<file path="src/rtl/fifo_wr_arbiter_pkg.sv">
// Shared types for the FIFO write-port arbiter.
// FSM state encoding and a constant-safe clog2.
package fifo_wr_arb_pkg;

  typedef enum logic {
    IDLE  = 1'b0,
    GRANT = 1'b1
  } state_t;

  function automatic int clog2(input int v);
    int r;
    r = 0;
    while ((1 << r) < v) r++;
    return r;
  endfunction

endpackage

</file>
<file path="src/rtl/fifo_wr_arbiter_rr_pick.sv">
// Combinational round-robin picker.
// Returns the first set request at or after ptr, cyclically.
module rr_pick
  import fifo_wr_arb_pkg::*;
#(
  parameter  int N  = 4,
  localparam int IW = clog2(N)
) (
  input  logic [N-1:0]  req,
  input  logic [IW-1:0] ptr,
  output logic [IW-1:0] gnt_idx,
  output logic          any
);

  int w_dist;
  int w_best;

  // keep the requester with the smallest cyclic distance from ptr
  always_comb begin
    gnt_idx = '0;
    any     = 1'b0;
    w_dist  = 0;
    w_best  = N;
    for (int i = 0; i < N; i++) begin
      if (req[i]) begin
        w_dist = (i + N - int'(ptr)) % N;
        if (w_dist < w_best) begin
          w_best  = w_dist;
          gnt_idx = IW'(i);
          any     = 1'b1;
        end
      end
    end
  end

endmodule

</file>
<file path="src/rtl/fifo_wr_arbiter.sv">
// Round-robin, packet-locked arbiter for the FIFO write port.
// Grants are capped at MAX_BEATS beats to avoid starvation.
module fifo_wr_arbiter
  import fifo_wr_arb_pkg::*;
#(
  parameter  int N         = 4,
  parameter  int DW        = 8,
  parameter  int MAX_BEATS = 16,
  localparam int IW        = clog2(N),
  localparam int CW        = clog2(MAX_BEATS + 1)
) (
  input  logic            wclk,
  input  logic            wrst,
  input  logic [N-1:0]    req_valid,
  input  logic [N*DW-1:0] req_data,
  input  logic [N-1:0]    req_last,
  output logic [N-1:0]    req_ready,
  input  logic            wfull,
  output logic            winc,
  output logic [DW-1:0]   wdata,
  output logic [IW-1:0]   grant_id,
  output logic            busy,
  output logic            trunc_err
);

  state_t        r_state;
  state_t        w_state_nx;
  logic [IW-1:0] r_ptr;
  logic [IW-1:0] w_ptr_nx;
  logic [IW-1:0] r_gid;
  logic [IW-1:0] w_gid_inc;
  logic [CW-1:0] r_cnt;
  logic [CW-1:0] w_cnt_nx;
  logic          r_trunc;
  logic          w_trunc_nx;
  logic [IW-1:0] w_pick;
  logic          w_any;
  logic          w_open;
  logic          w_acc;
  logic          w_last;
  logic          w_cap;
  logic [DW-1:0] w_beat [N];

  rr_pick #(
    .N(N)
  ) u_pick (
    .req     (req_valid),
    .ptr     (r_ptr),
    .gnt_idx (w_pick),
    .any     (w_any)
  );

  // split the flat data bus into per-requester beats
  always_comb begin
    for (int i = 0; i < N; i++) begin
      w_beat[i] = req_data[i*DW +: DW];
    end
  end

  assign w_open    = (r_state == GRANT) & ~wfull & ~wrst;
  assign w_acc     = w_open & req_valid[r_gid];
  assign w_last    = req_last[r_gid];
  assign w_cnt_nx  = r_cnt + 1'b1;
  assign w_cap     = (w_cnt_nx == CW'(MAX_BEATS));
  assign w_gid_inc = (r_gid == IW'(N - 1)) ? '0 : r_gid + 1'b1;

  assign winc      = w_acc;
  assign wdata     = w_beat[r_gid];
  assign grant_id  = r_gid;
  assign busy      = (r_state == GRANT);
  assign trunc_err = r_trunc;

  // only the grant holder sees ready, and only when the FIFO has room
  always_comb begin
    req_ready = '0;
    if (w_open) req_ready[r_gid] = 1'b1;
  end

  // next state, release pointer and truncation flag
  always_comb begin
    w_state_nx = r_state;
    w_ptr_nx   = r_ptr;
    w_trunc_nx = 1'b0;
    unique case (r_state)
      IDLE: begin
        if (w_any) w_state_nx = GRANT;
      end
      GRANT: begin
        if (w_acc && (w_last || w_cap)) begin
          w_state_nx = IDLE;
          w_ptr_nx   = w_gid_inc;
          w_trunc_nx = ~w_last;
        end
      end
    endcase
  end

  // state, grant, beat counter and error registers
  always_ff @(posedge wclk) begin
    if (wrst) begin
      r_state <= IDLE;
      r_ptr   <= '0;
      r_gid   <= '0;
      r_cnt   <= '0;
      r_trunc <= 1'b0;
    end else begin
      r_state <= w_state_nx;
      r_ptr   <= w_ptr_nx;
      r_trunc <= w_trunc_nx;
      if (r_state == IDLE && w_any) begin
        r_gid <= w_pick;
        r_cnt <= '0;
      end else if (w_acc) begin
        r_cnt <= w_cnt_nx;
      end
    end
  end

endmodule

</file>
<file path="config.mk">
export PLATFORM = sky130hd
export DESIGN_NAME = fifo_wr_arbiter
export DESIGN_NICKNAME = d
export VERILOG_FILES = /design/src/rtl/fifo_wr_arbiter_pkg.sv /design/src/rtl/fifo_wr_arbiter_rr_pick.sv /design/src/rtl/fifo_wr_arbiter.sv
export SDC_FILE = /design/constraint.sdc
export NUM_CORES = 1
export LEC_CHECK = 0
export BUFFER_PORTS_ARGS = -buffer_cell sky130_fd_sc_hd__buf_2
export CORE_MARGIN = 2
export CORE_UTILIZATION = 46
export DETAILED_ROUTE_END_ITERATION = 8
export HOLD_SLACK_MARGIN = 0.06
export PLACE_DENSITY = 0.9
export SYNTH_ARGS = -nofsm -noshare
export SYNTH_HDL_FRONTEND = slang
export SYNTH_SLANG_ARGS = --single-unit
</file>
<file path="constraint.sdc">
create_clock -name wclk -period 7.4 [get_ports wclk]
set_input_delay 0.74 -clock wclk [delete_from_list [all_inputs] [get_ports wclk]]
set_output_delay 0.74 -clock wclk [all_outputs]
set_load 0.1 [all_outputs]
</file>
# Yosys cells after proc, flatten, opt, wreduce, memory -nomap -nowiden
# Cells that the tools add are included.
# word_totals
register_bits,11
latch_bits,0
ram_bits,0
mem_bits_ro,0
input_bits,43
out_inout_bits,17
elab_cells,78
mem_count,0
# op_classes
add_sub_neg,6
n_mul,0
div_mod_pow,0
order_cmp,7
eq_ne,2
n_shift,0
n_mux,34
n_bitwise,13
n_reduce_logical,11
# ops
cell,n
two-way mux 32 bit,6
less-than comparator 3 x 32 -> 1 bit,3
binary-select mux 8 bit (select 2 bit),1
two-way mux 8 bit,2
"subtractor 3 x 2 -> 4 bit, first input constant",4
two-way mux 1 bit,14
two-way mux 2 bit,6
OR reduction 2 bit,5
bitwise AND 1 bit,7
"adder 5 x 1 -> 5 bit, second input constant",1
"equality test 5 bit, second input constant",1
inverter 1 bit,5
binary-select mux 1 bit (select 2 bit),2
"less-than comparator 3 x 4 -> 1 bit, second input constant",1
two-way mux 4 bit,1
">= comparator 3 bit, second input constant",1
logical AND 1 bit,3
"less-than comparator 2 x 3 -> 1 bit, second input constant",1
inverter 2 -> 3 bit,1
OR reduction 3 bit,1
"adder 2 x 1 -> 2 bit, second input constant",1
demux 1 bit (select 2 bit),1
"equality test 2 bit, second input constant",1
">= comparator 2 x 1 -> 1 bit, second input constant",1
3 further kinds,3

# Depth between registers and ports, before layout
# Gate-level depths: netlist of run 1.
# logic_depth
word_depth,17
depth_mapped,13
ltp_nobuf,13

# Cells and area by module
# Synthesis of run 1 repeated with hierarchy kept, for this count alone.
# unflattened
hier_cells,110
hier_area_um2,1054.8
# by_module_without_submodules
mod,instances,cells_per_inst,area_each_um2,seq_area_each_um2
fifo_wr_arbiter,1,80,833.3,220.2
rr_pick,1,30,221.5,0.0

# Worst setup path after synthesis of run 1
# No wires, ideal clock.
# synth_path
path_type,reg2out
from,register r_gid[0] (netlist: grant_id[0])
to,output port wdata[0]
t_arrival_ns,2.286
required_time_ns,6.660
setup_slack_ns,4.374
path_stages_with_launch,3
path_buffers,1
cell_sequence,dfxtp_1 > buf_2 > mux4_2
# synth_via
elab_chain_len,4
# synth_rtl
element,line_no,rtl
start: declaration,fifo_wr_arbiter.sv:30,logic [IW-1:0] r_gid;
start signal: assignment,fifo_wr_arbiter.sv:111,r_gid <= w_pick;
inverter 2 -> 3 bit (implied by the code),fifo_wr_arbiter.sv:68,assign wdata = w_beat[r_gid];
binary-select mux 8 bit (select 2 bit),fifo_wr_arbiter.sv:68,
two-way mux 8 bit (implied by the code) (2 in series),fifo_wr_arbiter.sv:68,
end: declaration,fifo_wr_arbiter.sv:20,"output logic [DW-1:0] wdata,"
# Every way passes these cells. The select of a mux whose other input is x is not followed.

# Worst setup path in the final report of run 1
# layout_path
from,register r_gid[0] (netlist: grant_id[0])
to,output port winc
# layout_via
elab_chain_len,3
# layout_rtl
element,line_no,rtl
binary-select mux 1 bit (select 2 bit),fifo_wr_arbiter.sv:61,assign w_acc = w_open & req_valid[r_gid];
two-way mux 1 bit (implied by the code),fifo_wr_arbiter.sv:61,
bitwise AND 1 bit,fifo_wr_arbiter.sv:61,
end: declaration,fifo_wr_arbiter.sv:19,"output logic winc,"
# Every way passes these cells. The select of a mux whose other input is x is not followed.

==> summary.md, run 1 <==
| Metric | Value |
|---|---|
| Worst Path Required | `6.66 ns` |
| Cell taking the most area after synthesis | `dfxtp_1` |
| Sequential fraction of the synthesis area | `22.3%` |
| R2R Setup Slk | `4.78 ns` |
| Multiplexer share of the synthesized area | `24.2%` |
| WP buf/inv | `2` |
| Row count | `16` |
| Worst-Skew Late Latency | `0.27 ns` |
| Most used DFF post-synth | `dfxtp_1` |
| I/O pin count | `60` |
| Main combinational cell family by area after synthesis | `multiplexers` |
| Final net count | `214` |
| H-tree depth | `1` |
| CTS clk-pin slew, worst paths | `0.07 ns` |
| Worst Path Arrival | `2.25 ns` |
| Max Cap Viol | `0` |
| First-pass GRT wire length | `4.03 mm` |
| Setup Viol. Count Final | `0` |
| Unrepaired setup endpoints after global routing | `no` |
| Layout area overhead | `34.0%` |
| Synth top area cells | `dfxtp_1, mux4_2, ha_1, nor2_1, o21ai_0` |
| Reg2Reg Launch Point | `r_ptr[1]` |
| Detailed placement HPWL | `2.17 mm` |
| CTS buffer count | `3` |
| Max-slew headroom | `47.3%` |
| DRT iter0 DRCs | `19` |
| # hold bufs at CTS | `0` |
| Hold Path Depth | `2` |
| Core box area | `2000 µm²` |
| Minimum clock period | `2.99 ns` |
| Clock Tree Buf Depth | `2` |
| Share of the synthesized area in the top cell type | `22.3%` |
| Slew Viols, Final | `0` |
| Synth Area in Adders | `10.1%` |
| Gr usage total | `20.5%` |
| Crit Path Category | `flop to output port` |
| Post-CTS Setup Repair Bufs | `0` |
| CP Cell Sequence | `mux4_2 -> nand2_4 -> inv_4 -> buf_2` |
| YS warnings | `0` |
| CTS Sinks | `11` |
| Layout cells sized above 1 | `46.3%` |
| # DRC | `0` |
| Number of global-route vias before repair | `991` |
| Ant diodes | `0` |
| Seq cells post-synth | `11` |
| Final GP Congestion | `0.724` |
| Detailed Route WL | `2.64 mm` |
| Highest clock rate | `335 MHz` |
| Antenna violations before repair | `0` |
| EDFF count, synth | `0` |
| Die width | `50.3 µm` |
| Outcome | `completed` |
| Hold Crit Class | `flop to flop` |
| Post-Syn Instances | `102` |
| Mean number of vias per cell | `5.57` |
| Startpoint types | `flop` |
| Die Y | `50.3 µm` |
| Post-Synth Simple-Gate Area | `19.4%` |
| Static Leakage | `0.621 nW` |
| Syn_area_per_cell | `9.68 µm²` |
| WHS Endpoint | `busy` |
| Synth Cell Area | `987 µm²` |
| Die area | `2530 µm²` |
| Post-CTS Resized | `0` |
| Reg2reg end | `grant_id[0]` |
| Post-synthesis xor/xnor area fraction | `4.44%` |
| Reg2Reg Depth | `13` |
| Hold Startpoint | `busy` |
| PwrDens | `179 nW/µm²` |
| Starting Density | `49.3%` |
| Setup TNS | `0 ns` |
| Largest net degree at the start of global routing | `17` |
| Delay-heaviest family, CP | `flip-flops` |
| Slew of the pin with the lowest slew margin | `0.790 ns` |
| Wirelength per Cell | `13.9 µm` |
| CP peak stage delay | `0.84 ns` |
| Synth Area in Compound Gates | `13.8%` |
| CTS tree | `built` |
| Asr flop ratio synth | `0%` |
| Clk root buf | `clkbuf_4` |
| Buffers on Ports | `59` |
| Peak VDD IR | `0.163 mV` |
| Post-Syn Nets | `153` |
| Period utilization | `40.4%` |
| Via count | `1053` |
| Netlist cell types | `38` |
| DRT antenna net count | `0` |
| Final core occ | `66.1%` |
| Crit path max fanout | `16` |
| Setup crit end kind | `output port` |
| CP max stage cell | `dfxtp_1` |
| TritonRoute pass-1 iters | `4` |
| Skew final | `0.00163 ns` |
| GRT overflow | `0` |
| Final Hold Viols | `0` |
-- worst max-delay path by stage --
stage / start / end / cells past startpoint / slack [ns]
finish: grant_id[0] / winc / 4 / 4.41
CTS: grant_id[0] / winc / 4 / 4.37
global placement: req_valid[1] / grant_id[1] / 14 / 4.54
global route: grant_id[0] / winc / 4 / 4.30
floorplan: grant_id[0] / wdata[0] / 2 / 4.37
detailed placement: req_valid[1] / grant_id[0] / 14 / 4.39
-- cell usage in the layout, fill, tap and decap left out, drive strengths merged, types with 4 or more instances in the layout --
cell type  instances
dfxtp             11
inv                9
a21oi              5
buf               59
nand2              6
clkbuf             4
nor2               9
and2               4
o21ai              6
mux4              10
ha                 8
-- stage by stage --
step / instance area, µm² / hold slack, ns / power, mW / setup WS (ns) / cells
CTS: 1320 / 0.521 / 0.238 / 4.37 / 189
detailed placement: 1300 / 0.506 / 0.197 / 4.39 / 185
floorplan: 987 / 0.491 / 0.170 / 4.37 / 102
global placement: 1300 / 0.503 / 0.194 / 4.54 / 185
global route: 1320 / 0.550 / 0.247 / 4.30 / 189
finish: 1320 / 0.522 / 0.237 / 4.41 / 189
-- tightest hold or removal path, stage by stage (launching register included) --
cell and delay, ns:
dfxtp_1 0.35, inv_1 0.07, a211oi_1 0.06
-- cell usage after synthesis (2+ instances only) --
library cell  count
nand3_1           3
mux4_2            9
inv_1             8
nand4_1           2
o21ai_0           6
ha_1              8
dfxtp_1          11
a21oi_1           5
o22ai_1           2
nor2_1            9
xor2_1            2
and2_1            4
o21a_1            2
xnor2_1           3
nand2_1           5
-- cell families (layout without fill, tap and decap cells) --
kind of cell,count (synthesis),in the layout
adders and majority gates,8,8
xor gates and xnor gates,5,5
muxes,11,11
and+or+nand+nor,33,33
AOI/OAI and AO/OA,22,22
buffers and inverters,12,72
DFF,11,11
-- metal layers --
| metal | vias to the layer above | part of all wire (%) | global-route usage [%] |
|---|---|---|---|
| li1 | 507 | - | - |
| met5 | - | 0 | 0 |
| met2 | 48 | 49 | 39.0 |
| met4 | 0 | 1.7 | 7.66 |
| met1 | 491 | 39 | 20.3 |
| met3 | 7 | 11 | 6.85 |
-- final cells by class --
cell class,instances,area (µm²)
clock buffers,4,26.3
repair buffers,59,295
flip-flops and latches,11,220
fillers,198,679
inverters,9,36.3
well taps,27,33.8
multi-input cells,79,711
-- report_power, final --
part	internal (mW)	switching (mW)
clock network	0.0209	0.0211
logic	0.0344	0.0912
registers	0.0614	0.00816
total	0.117	0.120
-- sequential cells by signal (all words and copies together), names as in the netlist --
name       cells
r_cnt          5
trunc_err      1
r_ptr          2
busy           1
grant_id       2
Note: power is estimated with default switching activity, not from simulation.
==> run 2, diff against run 1 <==
Settings changed: CORE_UTILIZATION 46 to 38, PLACE_DENSITY 0.9 to 0.8.
Clock period 7.4 ns to 2.67 ns, I/O delays scaled along.
==> run 2 against run 1 <==
Count of clock-buffer cells in the layout is 1 lower. Worst setup slack worse by 4.3 ns. Register-to-register slack worse by 4.6 ns. Sequential power grew to 2.7 times the previous value. Die area is 19% higher. Non-clock buffer count is 2 higher. Critical path type is now flop to flop.
==> summary.md, run 2 (synthesis gave the netlist of run 1 again) <==
| Metric | Value |
|---|---|
| Hold Startpoint | `wrst` |
| Slew of the pin with the lowest slew margin | `0.709 ns` |
| Clk root buf | `clkbuf_4` |
| Clock Tree Buf Depth | `2` |
| Hold Crit Class | `input port to flop` |
| Layout area overhead | `36.5%` |
| PwrDens | `494 nW/µm²` |
| Detailed placement HPWL | `2.35 mm` |
| CTS clk-pin slew, worst paths | `0.08 ns` |
| Crit Path Category | `flop to flop` |
| Max Cap Viol | `0` |
| Static Leakage | `0.636 nW` |
| First-pass GRT wire length | `3.83 mm` |
| Setup Viol. Count Final | `0` |
| Starting Density | `39.8%` |
| Worst Path Arrival | `2.69 ns` |
| WP buf/inv | `1` |
| Final instance area | `1350 µm²` |
| H-tree depth | `1` |
| Reg2Reg Depth | `13` |
| CP Cell Sequence | `inv_1 -> and4_1 -> a21oi_2 -> ha_1 -> o21a_1 -> o22ai_1 -> nand2_1 -> nand2_1 -> o21ai_0 -> ha_1 -> o21ai_0 -> a311oi_1 -> a21oi_1` |
| Worst Path Required | `2.83 ns` |
| # DRC | `0` |
| Max-slew headroom | `52.3%` |
| Core box area | `2480 µm²` |
| GRT busiest layer | `met2` |
| DRT antenna net count | `0` |
| Detailed Route WL | `2.86 mm` |
| M3 GR Usage | `4.84%` |
| CP peak stage delay | `0.40 ns` |
| Finished Layout Cells | `194` |
| Number of global-route vias before repair | `937` |
| CTS Sinks | `11` |
| Period utilization | `94.9%` |
| Setup crit end kind | `flop` |
| Minimum clock period | `2.53 ns` |
| R2R Setup Slk | `0.14 ns` |
| Slew Viols, Final | `0` |
| Die area | `3020 µm²` |
| Die width | `55.0 µm` |
| Layout cells sized above 1 | `48.8%` |
| Delay-heaviest family, CP | `compound AO/OA/AOI/OAI gates` |
| GRT overflow | `0` |
| Reg2reg end | `grant_id[1]` |
| Final GP Congestion | `0.802` |
| Startpoint types | `flop` |
| Reg2Reg Launch Point | `r_ptr[1]` |
| Outcome | `completed` |
| CTS buffer count | `3` |
| DRT iter0 DRCs | `14` |
| Met2 usage | `36.3%` |
| Gr usage total | `17.8%` |
| Antenna violations before repair | `0` |
| Post-CTS Setup Repair Bufs | `0` |
| Worst-Skew Late Latency | `0.28 ns` |
| Area post-placement | `1320 µm²` |
| Wirelength per Cell | `14.8 µm` |
| Met1 Use GR | `16.8%` |
| Max FFs per register | `5` |
| CP max stage cell | `dfxtp_2` |
| TritonRoute pass-1 iters | `4` |
| Largest net degree at the start of global routing | `13` |
| Skew final | `0.00439 ns` |
| Final Hold Viols | `0` |
| Placed cells | `190` |
| CTS tree | `built` |
| # hold bufs at CTS | `0` |
| Peak VDD IR | `0.375 mV` |
| I/O pin count | `60` |
| Crit path max fanout | `6` |
| Final net count | `216` |
| Mean number of vias per cell | `5.55` |
| Most frequent cells in the layout | `buf_2, dfxtp_1, mux4_2, nor2_1` |
| Highest clock rate | `395 MHz` |
| Most common cell after layout, fill and taps aside | `buf_2` |
| Hold Path Depth | `2` |
| Hold WS | `0.231 ns` |
| WHS Endpoint | `busy` |
| Via count | `1076` |
| Die Y | `55.0 µm` |
| Buffers on Ports | `59` |
| Row count | `18` |
| Largest reg by FF count | `r_cnt` |
| Ant diodes | `0` |
| Setup TNS | `0 ns` |
run 2: worst max path at each step:
stage                start     endpoint  slack (ns)  depth (start not counted)
2_1_floorplan  grant_id[0]     wdata[0]        0.12                          2
3_3_place_gp      r_ptr[1]  grant_id[1]        0.24                         13
3_5_place_dp      r_ptr[1]  grant_id[1]        0.02                         13
4_1_cts           r_ptr[1]  grant_id[0]        0.04                         13
5_1_grt           r_ptr[1]  grant_id[0]       -0.01                         13
6_report          r_ptr[1]  grant_id[1]        0.14                         13
run 2: worst register-to-register path, delay by kind of cell, from the launching register on:
family	cells	cell delay (ns)
AOI/OAI and AO/OA	7	0.95
adders and majority gates	2	0.55
buffers and inverters	1	0.09
DFF	1	0.40
and+or+nand+nor	3	0.42
run 2: routing by layer:
metal / part of all wire, % / vias to the layer above / wire length [µm]
li1: - / 512 / -
met1: 39 / 506 / 1130
met2: 51 / 54 / 1460
met3: 8.6 / 4 / 246
met4: 1.2 / 0 / 33
met5: 0 / - / 0
run 2: final cells by class:
cell class / count / area (µm²)
fill: 231 / 1130
clock buffer: 3 / 22.5
sequential: 11 / 221
clock inverter: 1 / 5.00
multi-input combinational: 79 / 714
inverter: 9 / 36.3
tap: 30 / 37.5
timing repair buffer: 61 / 310
run 2: what timing repair did:
action | 4_1_cts | 5_1_grt
gates cloned | 0 | 0
pin swaps | 1 | 0
endpoints found under the setup margin | 2 | 2
gates resized for setup | 0 | 2
run 2: report_power, final:
part / total, mW / internal, mW / leakage [nW] / switching, mW
clock: 0.119 / 0.0556 / 0.0177 / 0.0633
combinational: 0.361 / 0.0990 / 0.528 / 0.262
sequential: 0.186 / 0.170 / 0.0900 / 0.0159
total: 0.666 / 0.325 / 0.636 / 0.341
run 2: metrics by stage:
step	util [%]	power, mW	worst slack [ns]
after global placement	53.1	0.544	0.239
after floorplan	-	0.472	0.117
after detailed placement	53.1	0.550	0.0250
after global routing	54.4	0.697	-0.0132
final	54.4	0.666	0.136
after CTS	54.2	0.670	0.0386
==> run 3, diff against run 2 <==
--- a/config.mk
+++ b/config.mk
@@ -10,4 +10,5 @@
 export CORE_UTILIZATION = 38
 export DETAILED_ROUTE_END_ITERATION = 8
+export GPL_ROUTABILITY_DRIVEN = 1
 export HOLD_SLACK_MARGIN = 0.06
 export PLACE_DENSITY = 0.8
==> constraint.sdc (replaced) <==
create_clock -name wclk -period 2.67 [get_ports wclk]
set_input_delay 0.1335 -clock wclk [delete_from_list [all_inputs] [get_ports wclk]]
set_output_delay 0.1335 -clock wclk [all_outputs]
set_load 0.1 [all_outputs]
==> run 3 against run 2 <==
Maximum frequency increased by 3.0%. Via count decreased by 2.2%. Worst hold slack got worse by 0.13 ns. Non-clock buffer count decreased by 1. Sequential power about the same. Final cell count decreased by 0.52%. Global-route usage increased by 0.69 points. Count of clock-buffer cells in the layout increased by 1. Critical path depth unchanged. Core utilization decreased by 0.40 points. Critical path type unchanged.
==> summary.md, run 3 (synthesis gave the netlist of run 1 again) <==
| Metric | Value |
|---|---|
| Outcome | `completed` |
| Finished Layout Cells | `193` |
| Switching Share | `50.6%` |
| Ant diodes | `0` |
| PwrDens | `491 nW/µm²` |
| Minimum clock period | `2.46 ns` |
| Final net count | `215` |
| H-tree depth | `1` |
| Highest clock rate | `406 MHz` |
| Row count | `18` |
| Clock Tree Buf Depth | `2` |
| Hold WS | `0.0977 ns` |
| Most common cell after layout, fill and taps aside | `buf_2` |
| CTS Sinks | `11` |
| Final Worst Setup Slack | `0.209 ns` |
| Die area | `3020 µm²` |
| Final GP Congestion | `0.859` |
| Antenna violations before repair | `0` |
| R2R Setup Slk | `0.21 ns` |
| # DRC | `0` |
| Setup TNS | `0 ns` |
| Peak VDD IR | `0.437 mV` |
| Via count | `1052` |
| Worst Path Required | `2.82 ns` |
| Layout cells sized above 1 | `47.2%` |
| DRT iter0 DRCs | `24` |
| Slew of the pin with the lowest slew margin | `0.621 ns` |
| Max FFs per register | `5` |
| Wirelength per Cell | `13.9 µm` |
| # hold bufs at CTS | `0` |
| Skew final | `0.00179 ns` |
| Gr usage total | `18.5%` |
| Setup Viol. Count Final | `0` |
| CTS tree | `built` |
| Worst-Skew Late Latency | `0.27 ns` |
| Die Y | `55.0 µm` |
| Detailed Route WL | `2.69 mm` |
| GRT overflow | `0` |
| Starting Density | `39.8%` |
| DRT antenna net count | `0` |
| Period utilization | `92.2%` |
| Max Cap Viol | `0` |
| Largest net degree at the start of global routing | `16` |
| Largest reg by FF count | `r_cnt` |
| First-pass GRT wire length | `4.01 mm` |
| Die width | `55.0 µm` |
| Buffers on Ports | `59` |
| Worst Path Arrival | `2.61 ns` |
| Net Switching | `332 µW` |
| Detailed placement HPWL | `2.29 mm` |
| Post-CTS Resized | `0` |
| Crit path max fanout | `6` |
| CTS clk-pin slew, worst paths | `0.07 ns` |
| Startpoint types | `flop` |
| Core box area | `2480 µm²` |
| Setup crit end kind | `flop` |
| # fillers | `233` |
| Reg power frac | `28.4%` |
| Worst slack, placed | `0.103 ns` |
| I/O pin count | `60` |
| Hold Crit Class | `input port to flop` |
| Clk root buf | `clkbuf_4` |
| CTS buffer count | `3` |
| Internal power | `324 µW` |
| Final Hold Viols | `0` |
| Placed cells | `189` |
| Register area | `224 µm²` |
| Static Leakage | `0.627 nW` |
| Max-slew headroom | `58.2%` |
| Slew Viols, Final | `0` |
| Number of global-route vias before repair | `1058` |
| Area of the multi-input gates | `711 µm²` |
| Layout area overhead | `35.5%` |
| Most frequent cells in the layout | `buf_2, dfxtp_1, mux4_2, nor2_1` |
| Clk pwr share | `17.3%` |
| TritonRoute pass-1 iters | `4` |
| Unrepaired setup endpoints after global routing | `no` |
| Crit Path Category | `flop to flop` |
| Mean number of vias per cell | `5.45` |
| Logic pwr share | `54.3%` |
| Post-CTS Setup Repair Bufs | `0` |
==> run 3: changes by cell type in the layout (fill, tap and decap cells not counted), sizes merged <==
cell / delta
buf: -1
clkinv: -1
clkbuf: +1
==> run 3: area by class of cell <==
type / instances / share of cell area, %
Timing Repair Buffer: 60 / 22.6
Tap cell: 30 / 2.81
Sequential cell: 11 / 16.7
Multi-Input combinational cell: 79 / 53.1
Inverter: 9 / 2.71
Clock buffer: 4 / 1.96
==> run 3: power by group through the flow <==
| stage | Combinational, mW | Sequential, mW | Clock, mW |
|---|---|---|---|
| 6_report | 0.356 | 0.186 | 0.114 |
| 5_1_grt | 0.380 | 0.189 | 0.123 |
| 4_1_cts | 0.358 | 0.187 | 0.117 |
| 3_5_place_dp | 0.357 | 0.191 | 0 |
| 3_3_place_gp | 0.352 | 0.191 | 0 |
| 2_1_floorplan | 0.258 | 0.214 | 0 |
==> run 3: final timing paths <==
kind / from / end / cells past startpoint
min reg2reg: busy / busy / 2
max reg2reg: r_ptr[1] / grant_id[0] / 13
min: wrst / busy / 2
max: r_ptr[1] / grant_id[0] / 13
==> run 3: routing by layer <==
metal | share of wire (%) | GRT usage (%) | vias to the layer above | wire length, µm
li1 | - | - | 506 | -
met1 | 36 | 17.8 | 483 | 982
met2 | 52 | 37.5 | 57 | 1390
met3 | 11 | 2.69 | 6 | 291
met4 | 1.1 | 8.54 | 0 | 29
met5 | 0 | 0 | - | 0
==> run 3: worst max-delay path, cell delays in order, from the launching register on <==
cell	delay, ns
dfxtp_4	0.38
inv_1	0.06
and4_1	0.16
a21oi_1	0.16
ha_1	0.28
o21a_1	0.11
o22ai_1	0.13
nand2_1	0.12
nand2_1	0.08
o21ai_0	0.09
ha_1	0.28
o21ai_0	0.08
a311oi_1	0.30
a21oi_1	0.11
==> run 3: per-stage QoR <==
step / instance area [µm²] / utilization (%) / power [mW]
3_3_place_gp: 1310 / 52.8 / 0.543
4_1_cts: 1330 / 53.8 / 0.663
5_1_grt: 1340 / 54.0 / 0.692
3_5_place_dp: 1310 / 52.8 / 0.549
2_1_floorplan: 987 / - / 0.472
6_report: 1340 / 54.0 / 0.656
